[src/rtl/nxn_board_game.sv]
`default_nettype none
// ============================================================================
// Module      : nxn_board_game
// Description : N x N X/O board-game controller. Alternates player and
//               computer moves, rejects occupied or out-of-range cells with a
//               one-cycle illegal pulse, detects row/column/diagonal wins and
//               draws, and freezes until restart or reset.
// Revision    : 1.0 - initial release
// ============================================================================
module nxn_board_game #(
  parameter  int N     = 3,
  localparam int POS_W = $clog2(N*N),
  localparam int MC_W  = $clog2(N*N+1)
) (
  input  logic               clock,
  input  logic               reset,
  input  logic               restart,
  input  logic               play,
  input  logic               pc,
  input  logic [POS_W-1:0]   player_position,
  input  logic [POS_W-1:0]   computer_position,
  output logic [2*N*N-1:0]   board,
  output logic [1:0]         who,
  output logic               turn,
  output logic               illegal,
  output logic [MC_W-1:0]    move_count
);

  localparam logic [POS_W:0]  C_CELLS_POS = (POS_W+1)'(N*N);
  localparam logic [MC_W-1:0] C_CELLS_MC  = MC_W'(N*N);

  typedef enum logic [1:0] {P_TURN = 2'd0, C_TURN = 2'd1, OVER = 2'd2} state_t;

  state_t            state_q, state_d;
  logic [2*N*N-1:0]  board_q, board_d;
  logic [1:0]        who_q, who_d;
  logic              turn_q, turn_d;
  logic              illegal_q, illegal_d;
  logic [MC_W-1:0]   move_count_q, move_count_d;
  logic              play_q, pc_q;

  logic              w_play_rise, w_pc_rise;
  logic              w_p_in_range, w_c_in_range;
  logic [POS_W-1:0]  w_p_idx, w_c_idx;
  logic              w_p_free, w_c_free;
  logic              w_win_p, w_win_c;
  logic              w_lp, w_lc;

  assign w_play_rise  = play & ~play_q;
  assign w_pc_rise    = pc & ~pc_q;
  assign w_p_in_range = ({1'b0, player_position} < C_CELLS_POS);
  assign w_c_in_range = ({1'b0, computer_position} < C_CELLS_POS);
  // Clamp the index so an out-of-range request never addresses past the board.
  assign w_p_idx      = w_p_in_range ? player_position : '0;
  assign w_c_idx      = w_c_in_range ? computer_position : '0;
  assign w_p_free     = (board_q[{w_p_idx, 1'b0} +: 2] == 2'b00);
  assign w_c_free     = (board_q[{w_c_idx, 1'b0} +: 2] == 2'b00);

  // Scan all 2N+2 lines of the registered board for a uniform non-zero code.
  always_comb begin
    w_win_p = 1'b0;
    w_win_c = 1'b0;
    w_lp    = 1'b0;
    w_lc    = 1'b0;
    for (int r = 0; r < N; r++) begin
      w_lp = 1'b1;
      w_lc = 1'b1;
      for (int c = 0; c < N; c++) begin
        w_lp = w_lp & (board_q[2*(r*N+c) +: 2] == 2'b01);
        w_lc = w_lc & (board_q[2*(r*N+c) +: 2] == 2'b10);
      end
      w_win_p = w_win_p | w_lp;
      w_win_c = w_win_c | w_lc;
    end
    for (int c = 0; c < N; c++) begin
      w_lp = 1'b1;
      w_lc = 1'b1;
      for (int r = 0; r < N; r++) begin
        w_lp = w_lp & (board_q[2*(r*N+c) +: 2] == 2'b01);
        w_lc = w_lc & (board_q[2*(r*N+c) +: 2] == 2'b10);
      end
      w_win_p = w_win_p | w_lp;
      w_win_c = w_win_c | w_lc;
    end
    w_lp = 1'b1;
    w_lc = 1'b1;
    for (int i = 0; i < N; i++) begin
      w_lp = w_lp & (board_q[2*(i*N+i) +: 2] == 2'b01);
      w_lc = w_lc & (board_q[2*(i*N+i) +: 2] == 2'b10);
    end
    w_win_p = w_win_p | w_lp;
    w_win_c = w_win_c | w_lc;
    w_lp = 1'b1;
    w_lc = 1'b1;
    for (int i = 0; i < N; i++) begin
      w_lp = w_lp & (board_q[2*(i*N+(N-1-i)) +: 2] == 2'b01);
      w_lc = w_lc & (board_q[2*(i*N+(N-1-i)) +: 2] == 2'b10);
    end
    w_win_p = w_win_p | w_lp;
    w_win_c = w_win_c | w_lc;
  end

  // Next-state: accept or reject the on-turn request, then end the game on win/draw.
  always_comb begin
    state_d      = state_q;
    board_d      = board_q;
    who_d        = who_q;
    turn_d       = turn_q;
    illegal_d    = 1'b0;
    move_count_d = move_count_q;
    case (state_q)
      P_TURN: begin
        if (w_play_rise) begin
          if (w_p_in_range && w_p_free) begin
            board_d[{w_p_idx, 1'b0} +: 2] = 2'b01;
            move_count_d = move_count_q + MC_W'(1);
            turn_d       = 1'b1;
            state_d      = C_TURN;
          end else begin
            illegal_d = 1'b1;
          end
        end
      end
      C_TURN: begin
        if (w_pc_rise) begin
          if (w_c_in_range && w_c_free) begin
            board_d[{w_c_idx, 1'b0} +: 2] = 2'b10;
            move_count_d = move_count_q + MC_W'(1);
            turn_d       = 1'b0;
            state_d      = P_TURN;
          end else begin
            illegal_d = 1'b1;
          end
        end
      end
      default: ;
    endcase
    // A win seen on the registered board outranks a full-board draw.
    if (state_q != OVER) begin
      if (w_win_p) begin
        state_d = OVER;
        who_d   = 2'b01;
      end else if (w_win_c) begin
        state_d = OVER;
        who_d   = 2'b10;
      end else if (move_count_q == C_CELLS_MC) begin
        state_d = OVER;
        who_d   = 2'b11;
      end
    end
  end

  // State registers; restart clears synchronously, reset asynchronously.
  always_ff @(posedge clock or posedge reset) begin
    if (reset) begin
      state_q      <= P_TURN;
      board_q      <= '0;
      who_q        <= 2'b00;
      turn_q       <= 1'b0;
      illegal_q    <= 1'b0;
      move_count_q <= '0;
      play_q       <= 1'b0;
      pc_q         <= 1'b0;
    end else begin
      play_q <= play;
      pc_q   <= pc;
      if (restart) begin
        state_q      <= P_TURN;
        board_q      <= '0;
        who_q        <= 2'b00;
        turn_q       <= 1'b0;
        illegal_q    <= 1'b0;
        move_count_q <= '0;
      end else begin
        state_q      <= state_d;
        board_q      <= board_d;
        who_q        <= who_d;
        turn_q       <= turn_d;
        illegal_q    <= illegal_d;
        move_count_q <= move_count_d;
      end
    end
  end

  assign board      = board_q;
  assign who        = who_q;
  assign turn       = turn_q;
  assign illegal    = illegal_q;
  assign move_count = move_count_q;

endmodule
`default_nettype wire

[config.mk]
export PLATFORM = sky130hd
export DESIGN_NAME = nxn_board_game
export DESIGN_NICKNAME = d
export VERILOG_FILES = /design/src/rtl/nxn_board_game.sv
export SDC_FILE = /design/constraint.sdc
export NUM_CORES = 1
export LEC_CHECK = 0
export CAP_MARGIN = 20
export CORE_MARGIN = 2
export CORE_UTILIZATION = 40
export CTS_BUF_LIST = sky130_fd_sc_hd__clkbuf_8
export CTS_CLUSTER_DIAMETER = 40
export DETAILED_ROUTE_END_ITERATION = 8
export HOLD_SLACK_MARGIN = 0.15
export SYNTH_ARGS = -nofsm -noshare
export SYNTH_HDL_FRONTEND = slang
export SYNTH_SLANG_ARGS = --single-unit
[constraint.sdc]
create_clock -name clock -period 2.32 [get_ports clock]
set_input_delay 0.348 -clock clock [delete_from_list [all_inputs] [get_ports clock]]
set_output_delay 0.348 -clock clock [all_outputs]
set_load 0.005 [all_outputs]
==> results.cfg, run 1 <==
[cts]
clock_transition_time_at_the_flip_flop_clock_pins_of_the_worst_setup_and_hold_paths_ns = 0.07
clk_latency_ns = 0.28
clockRootBuffer = sky130_fd_sc_hd__clkbuf_8
cts.path.max_buffers = 2
clkSinkCount = 30
ctsHtreeMaxLevel = 2
cts-buffers-inserted = 5
cts_tree = done

[floorplan]
area_of_the_die_mm2 = 0.00594
ios = 39
fp-row-count = 26
die_h_um = 77.1
starting_density_pct = 41.6
core_mm2 = 0.00514
die_width_um = 77.1

[synthesis]
combinational_family_with_the_most_area_after_synthesis = simple AND/OR/NAND/NOR gates
synthSimpleGateAreaFrac_pct = 30.9
synth-compound-area-share_pct = 24.5
synth.ff_latch_count = 30
most_used_flip_flop_cell_after_synthesis = sky130_fd_sc_hd__dfrtp_1
synth_fp_nets = 270
synthArstFlopShare_pct = 100
synth.distinct_cells = 51
post_synth_mux_area_share_pct = 0.527
syn_area_mm2 = 0.00214
syn-instance-count = 251
synth_adder_area_share_pct = 3.51
register_area_share_after_synthesis_pct = 35.1
post_synth_xor_area_fraction_pct = 1.23
post_synth.cell_area_avg_um2 = 8.51
synth-edff-count = 0
yosysWarnings = 0

[power_and_ir_drop]
power.leakage_nw = 1.31
clock_power_share_pct = 35.1
power_density_mw_per_mm2 = 471
seq_power_share_pct = 38.8
finalPower_mw = 1.46
p_int_mw = 1.05
sw_power_uw = 418
power_switching_share_pct = 28.6
power.combinational.fraction_pct = 26.0
worst_ir_drop_vdd_mv = 0.244

[global_route]
number_of_antenna_violations_at_the_first_check_in_global_routing = 0
grt.met3_usage_pct = 4.00
via_count_of_the_first_global_routing_pass = 2359
grtUsageMet2_pct = 41.0
grt_max_degree = 31
globalRoute.totalOverflow = 0
wire_length_of_the_first_global_routing_pass_mm = 11.9
grt-busiest-layer = met2
grt.met1_usage_pct = 34.9
grt.total_usage_pct = 25.4

[finish]
multi_input_area_mm2 = 0.00133
layout_commonest_cell = sky130_fd_sc_hd__buf_4
final_layout_size_suffix_gt1_share_pct = 22.9
antenna-diode-count = 0
areaGrowthSynthToFinish_pct = 45.3
post_layout_nonfiller_instances = 410
area_taken_by_flip_flops_and_latches_um2 = 751
layout.nets = 358
layout.cells.most_common_list = sky130_fd_sc_hd__buf_4 (54), sky130_fd_sc_hd__clkdlybuf4s50_1 (35), sky130_fd_sc_hd__dfrtp_1 (30), sky130_fd_sc_hd__o21ai_0 (23), sky130_fd_sc_hd__nor2_1 (21)
fillerInstances = 483

[min_path]
worst_hold_path_type = in2async

[status]
outcome = completed

[place]
dp_worst_setup_slack_ns = -0.292
buffer_ports.inserted = 38
detailed_place_hpwl_mm = 5.50
gp_congestion = 0.878
dpl.cell_count = 401

[critical_path]
worst_ep_arrival_time_ns = 2.46
worst_ep_required_time_ns = 2.53
critPathMaxFanout = 7
criticalPathCategory = reg2reg
end_kind = flop
critPathLaunchType = flop

[timing]
fin_worst_skew_ns = 0.00567
final_critical_path_setup_slack_ns = 0.0760
finalWorstPathRequiredPeriod_ns = 2.24
final_min_period_over_clock_period_pct = 96.7
totalNegativeSetupSlack_ns = 0
drv_slew = 0
report.final.hold_viol_count = 0
max_freq_mhz = 446
slew-limit-headroom_pct = 70.3
setup_viol = 0
slew_at_the_pin_closest_to_its_max_slew_limit_ns = 0.441

[routing]
num_vias = 2324
drtPass1Iterations = 5
viasPerCell = 5.67
remaining_drc_errors = 0
first_iter_violations = 142
wire_per_inst_um = 17.0
postRouteWirelength_mm = 6.98
antenna_viol_nets_final = 0

[job]
timing.max_cap.violations = 0
[synthesized netlist by cell type (3+ instances only)]
master / instances / area, um2
sky130_fd_sc_hd__a21oi_1: 13 / 65.1
sky130_fd_sc_hd__a31oi_1: 5 / 31.3
sky130_fd_sc_hd__and4bb_2: 3 / 37.5
sky130_fd_sc_hd__buf_2: 5 / 25.0
sky130_fd_sc_hd__clkbuf_1: 5 / 18.8
sky130_fd_sc_hd__dfrtp_1: 30 / 751
sky130_fd_sc_hd__ha_1: 6 / 75.1
sky130_fd_sc_hd__inv_1: 11 / 41.3
sky130_fd_sc_hd__nand2_1: 12 / 45.0
sky130_fd_sc_hd__nand2b_1: 18 / 113
sky130_fd_sc_hd__nand3_1: 6 / 30.0
sky130_fd_sc_hd__nand3b_1: 3 / 22.5
sky130_fd_sc_hd__nor2_1: 21 / 78.8
sky130_fd_sc_hd__nor2b_1: 8 / 50.1
sky130_fd_sc_hd__nor3_1: 5 / 25.0
sky130_fd_sc_hd__nor4b_1: 4 / 35.0
sky130_fd_sc_hd__nor4bb_1: 6 / 60.1
sky130_fd_sc_hd__o211ai_1: 4 / 30.0
sky130_fd_sc_hd__o21ai_0: 24 / 120
sky130_fd_sc_hd__o221ai_1: 3 / 26.3
sky130_fd_sc_hd__o22ai_1: 6 / 37.5
sky130_fd_sc_hd__o311ai_0: 3 / 26.3
sky130_fd_sc_hd__o31ai_1: 8 / 60.1
sky130_fd_sc_hd__or3_1: 5 / 31.3
[cells by family (layout without fill, tap and decap cells)]
| logic type | Yosys count | in the layout |
|---|---|---|
| simple gates | 108 | 108 |
| compound gates | 81 | 81 |
| flops | 30 | 30 |
| buf+inv | 22 | 111 |
| fa+ha+maj | 6 | 6 |
| xor+xnor | 3 | 3 |
| mux | 1 | 1 |
[power groups by stage]
stage / Sequential, mW / Combinational [mW] / Clock, mW
detailed placement: 0.577 / 0.369 / 0
global route: 0.572 / 0.416 / 0.555
finish: 0.568 / 0.381 / 0.514
CTS: 0.567 / 0.371 / 0.527
global placement: 0.577 / 0.367 / 0
floorplan: 0.578 / 0.174 / 0
[registers in the layout, indices dropped and copies added, names as in the netlist]
register    count
board          18
illegal         1
move_count      4
pc_q            1
play_q          1
state_q         2
turn            1
who             2
[layout make-up]
cell class	instances	area share, %
clock inverter	3	1.21
sequential	30	24.2
multi-input combinational	199	42.7
clock buffer	5	2.22
timing repair buffer	92	25.5
inverter	11	1.33
tap	70	2.82
[per-stage QoR]
step	utilization [%]	hold WS [ns]	area, um2
floorplan	-	0.379	2140
global placement	57.5	0.533	2950
detailed placement	57.5	0.542	2950
CTS	59.5	0.471	3060
global route	60.4	0.493	3110
finish	60.4	0.449	3110
[final timing paths]
kind                                 from             to  slack [ns]  cells past startpoint
worst max-delay path            board[15]  move_count[3]        0.08                      6
worst min-delay path                reset      board[13]        0.45                      3
worst min register to register       turn           turn        0.54                      2
worst max register to register  board[15]  move_count[3]        0.08                      6
min in group clock                   play         play_q        0.54                      1
max in group asynchronous           reset       board[2]        1.58                      3
[timing repair]
action,CTS,global route
resized for setup,0,12
endpoints found under the setup margin,0,21
hold buffers,0,0
buffers inserted,0,1
[worst max-delay path, cell delays in order, from the launching register on]
cell and delay (ns):
sky130_fd_sc_hd__dfrtp_1 0.46, sky130_fd_sc_hd__or3b_1 0.38, sky130_fd_sc_hd__o311a_1 0.13, sky130_fd_sc_hd__o22a_1 0.26, sky130_fd_sc_hd__o2111a_2 0.32, sky130_fd_sc_hd__or4_4 0.48
sky130_fd_sc_hd__a21oi_2 0.13
[routing by layer]
layer | up-vias | share of wire (%)
li1 | 1112 | -
met1 | 1101 | 44
met2 | 95 | 47
met3 | 16 | 7.0
met4 | 0 | 2.5
met5 | - | 0
(Power assumes the default switching activity.)
==> run 2, diff against run 1 <==
- CORE_UTILIZATION: 40 -> 54
- PLACE_DENSITY: not set -> 0.82
==> run 2 against run 1 <==
Effect of this change:
- first-iteration DRC count rose by 120%
- final cell count fell by 6.3%
- sequential power is essentially flat
- maximum frequency fell by 1.9%
- worst setup slack worse by 0.043 ns
- utilization is 21 points higher
- die area shrank 25%
==> results.cfg, run 2 (same netlist as run 1, synthesis figures left out) <==
[finish]
antenna-diode-count = 0
final_layout_size_suffix_gt1_share_pct = 23.2
layout_commonest_cell = sky130_fd_sc_hd__buf_4
areaGrowthSynthToFinish_pct = 42.3
fillerInstances = 240
area_taken_by_flip_flops_and_latches_um2 = 751
multi_input_area_mm2 = 0.00135
largest_register_ffs = 18
layout.cells.most_common_list = sky130_fd_sc_hd__buf_4 (50), sky130_fd_sc_hd__clkdlybuf4s50_1 (37), sky130_fd_sc_hd__dfrtp_1 (30), sky130_fd_sc_hd__nor2_1 (21), sky130_fd_sc_hd__o21ai_0 (19)
layout.nets = 355

[timing]
max_freq_mhz = 437
slew_at_the_pin_closest_to_its_max_slew_limit_ns = 0.381
final_min_period_over_clock_period_pct = 98.6
finalWorstPathRequiredPeriod_ns = 2.29
drv_slew = 0
grt_setup_unrepaired = yes
slew-limit-headroom_pct = 74.6
hold_ws_ns = 0.442
setup_viol = 0
totalNegativeSetupSlack_ns = 0
fin_worst_skew_ns = 0.00736
report.final.hold_viol_count = 0

[critical_path]
worstRegToRegCells = 7
cp.depth = 8
reg2reg_from = board[14]
critical_path.n_buffers_inverters = 2
critPathLaunchType = primary input
critPathMaxFanout = 7
critPathTopFamily = compound AO/OA/AOI/OAI gates
regToRegSetupSlack_ns = 0.12
critPathMaxStageDelay_ns = 0.48
end_kind = flop
crit_path_top_delay_cell = sky130_fd_sc_hd__clkdlybuf4s50_1
r2r-end = move_count[3]
criticalPathCategory = in2reg
worst_ep_arrival_time_ns = 2.44
worst_ep_required_time_ns = 2.47
path_cells = clkdlybuf4s50_1 -> or3b_4 -> o311a_1 -> o22a_1 -> o2111a_2 -> buf_4 -> o31ai_1 -> a21oi_1

[global_route]
via_count_of_the_first_global_routing_pass = 2367
grt_max_degree = 31
number_of_antenna_violations_at_the_first_check_in_global_routing = 0
globalRoute.totalOverflow = 0
grt.total_usage_pct = 35.1
wire_length_of_the_first_global_routing_pass_mm = 11.5

[place]
gp_congestion = 0.966
detailed_place_hpwl_mm = 5.18
buffer_ports.inserted = 38

[cts]
clk_latency_ns = 0.28
cts.path.max_buffers = 2
ctsHtreeMaxLevel = 2
cts-buffers-inserted = 5
postCtsSetupRepairBufs = 0
clkSinkCount = 30
cts_tree = done
clockRootBuffer = sky130_fd_sc_hd__clkbuf_8
clock_transition_time_at_the_flip_flop_clock_pins_of_the_worst_setup_and_hold_paths_ns = 0.06

[job]
timing.max_cap.violations = 0

[routing]
antenna_viol_nets_final = 0
num_vias = 2478
postRouteWirelength_mm = 7.10
wire_per_inst_um = 18.5
remaining_drc_errors = 0
first_iter_violations = 319
viasPerCell = 6.45
drtPass1Iterations = 6

[status]
outcome = completed

[power_and_ir_drop]
worst_ir_drop_vdd_mv = 0.418
power.leakage_nw = 1.26
power_density_mw_per_mm2 = 439

[floorplan]
starting_density_pct = 57.1
die_h_um = 66.9
die_width_um = 66.9
area_of_the_die_mm2 = 0.00448
core_mm2 = 0.00374
fp-row-count = 22
ios = 39

[min_path]
worst_hold_path_type = in2async
## run 2: layer usage
| layer | wire length [um] | track usage [%] |
|---|---|---|
| met1 | 2820 | 43.2 |
| met2 | 3430 | 59.4 |
| met3 | 567 | 6.08 |
| met4 | 286 | 16.6 |
| met5 | 0 | 0 |
## run 2: per-stage QoR
step | std cells | area (um2) | total power [mW] | util, % | worst slack [ns]
floorplan | 251 | 2140 | 0.752 | - | 0.268
global placement | 377 | 2910 | 0.928 | 77.8 | -0.258
detailed placement | 377 | 2910 | 0.935 | 77.8 | -0.375
CTS | 384 | 3000 | 1.31 | 80.0 | 0.0209
global route | 384 | 3040 | 1.39 | 81.2 | -0.0645
finish | 384 | 3040 | 1.34 | 81.2 | 0.0332
## run 2: final cells by class
type                       count  share of cell area [%]
clock buffer                   5                    2.26
tap                           48                    1.98
sequential                    30                    24.7
multi-input combinational    199                    44.3
timing repair buffer          89                    25.2
clock inverter                 2                   0.247
inverter                      11                    1.36
## run 2: repair_timing
action	in CTS	in global routing
pin swaps	0	4
gates resized for setup	4	17
hold buffers	0	0
setup endpoints to repair	8	19
gates cloned	0	0
## run 2: report_power, final
group	internal [mW]	switching (mW)	total (mW)
registers	0.545	0.0248	0.570
logic	0.185	0.197	0.383
clock network	0.197	0.185	0.383
## run 2: worst max-delay path by stage
stage	start	end	slack (ns)
3_3_place_gp	computer_position[1]	board[4]	-0.26
3_5_place_dp	computer_position[1]	move_count[3]	-0.37
2_1_floorplan	board[14]	move_count[3]	0.27
5_1_grt	computer_position[0]	move_count[3]	-0.06
4_1_cts	computer_position[0]	board[2]	0.02
6_report	player_position[0]	move_count[3]	0.03
## run 2: worst min-delay path, stage by stage
cell	delay [ns]
sky130_fd_sc_hd__clkdlybuf4s50_1	0.40
sky130_fd_sc_hd__inv_1	0.05
sky130_fd_sc_hd__buf_4	0.34
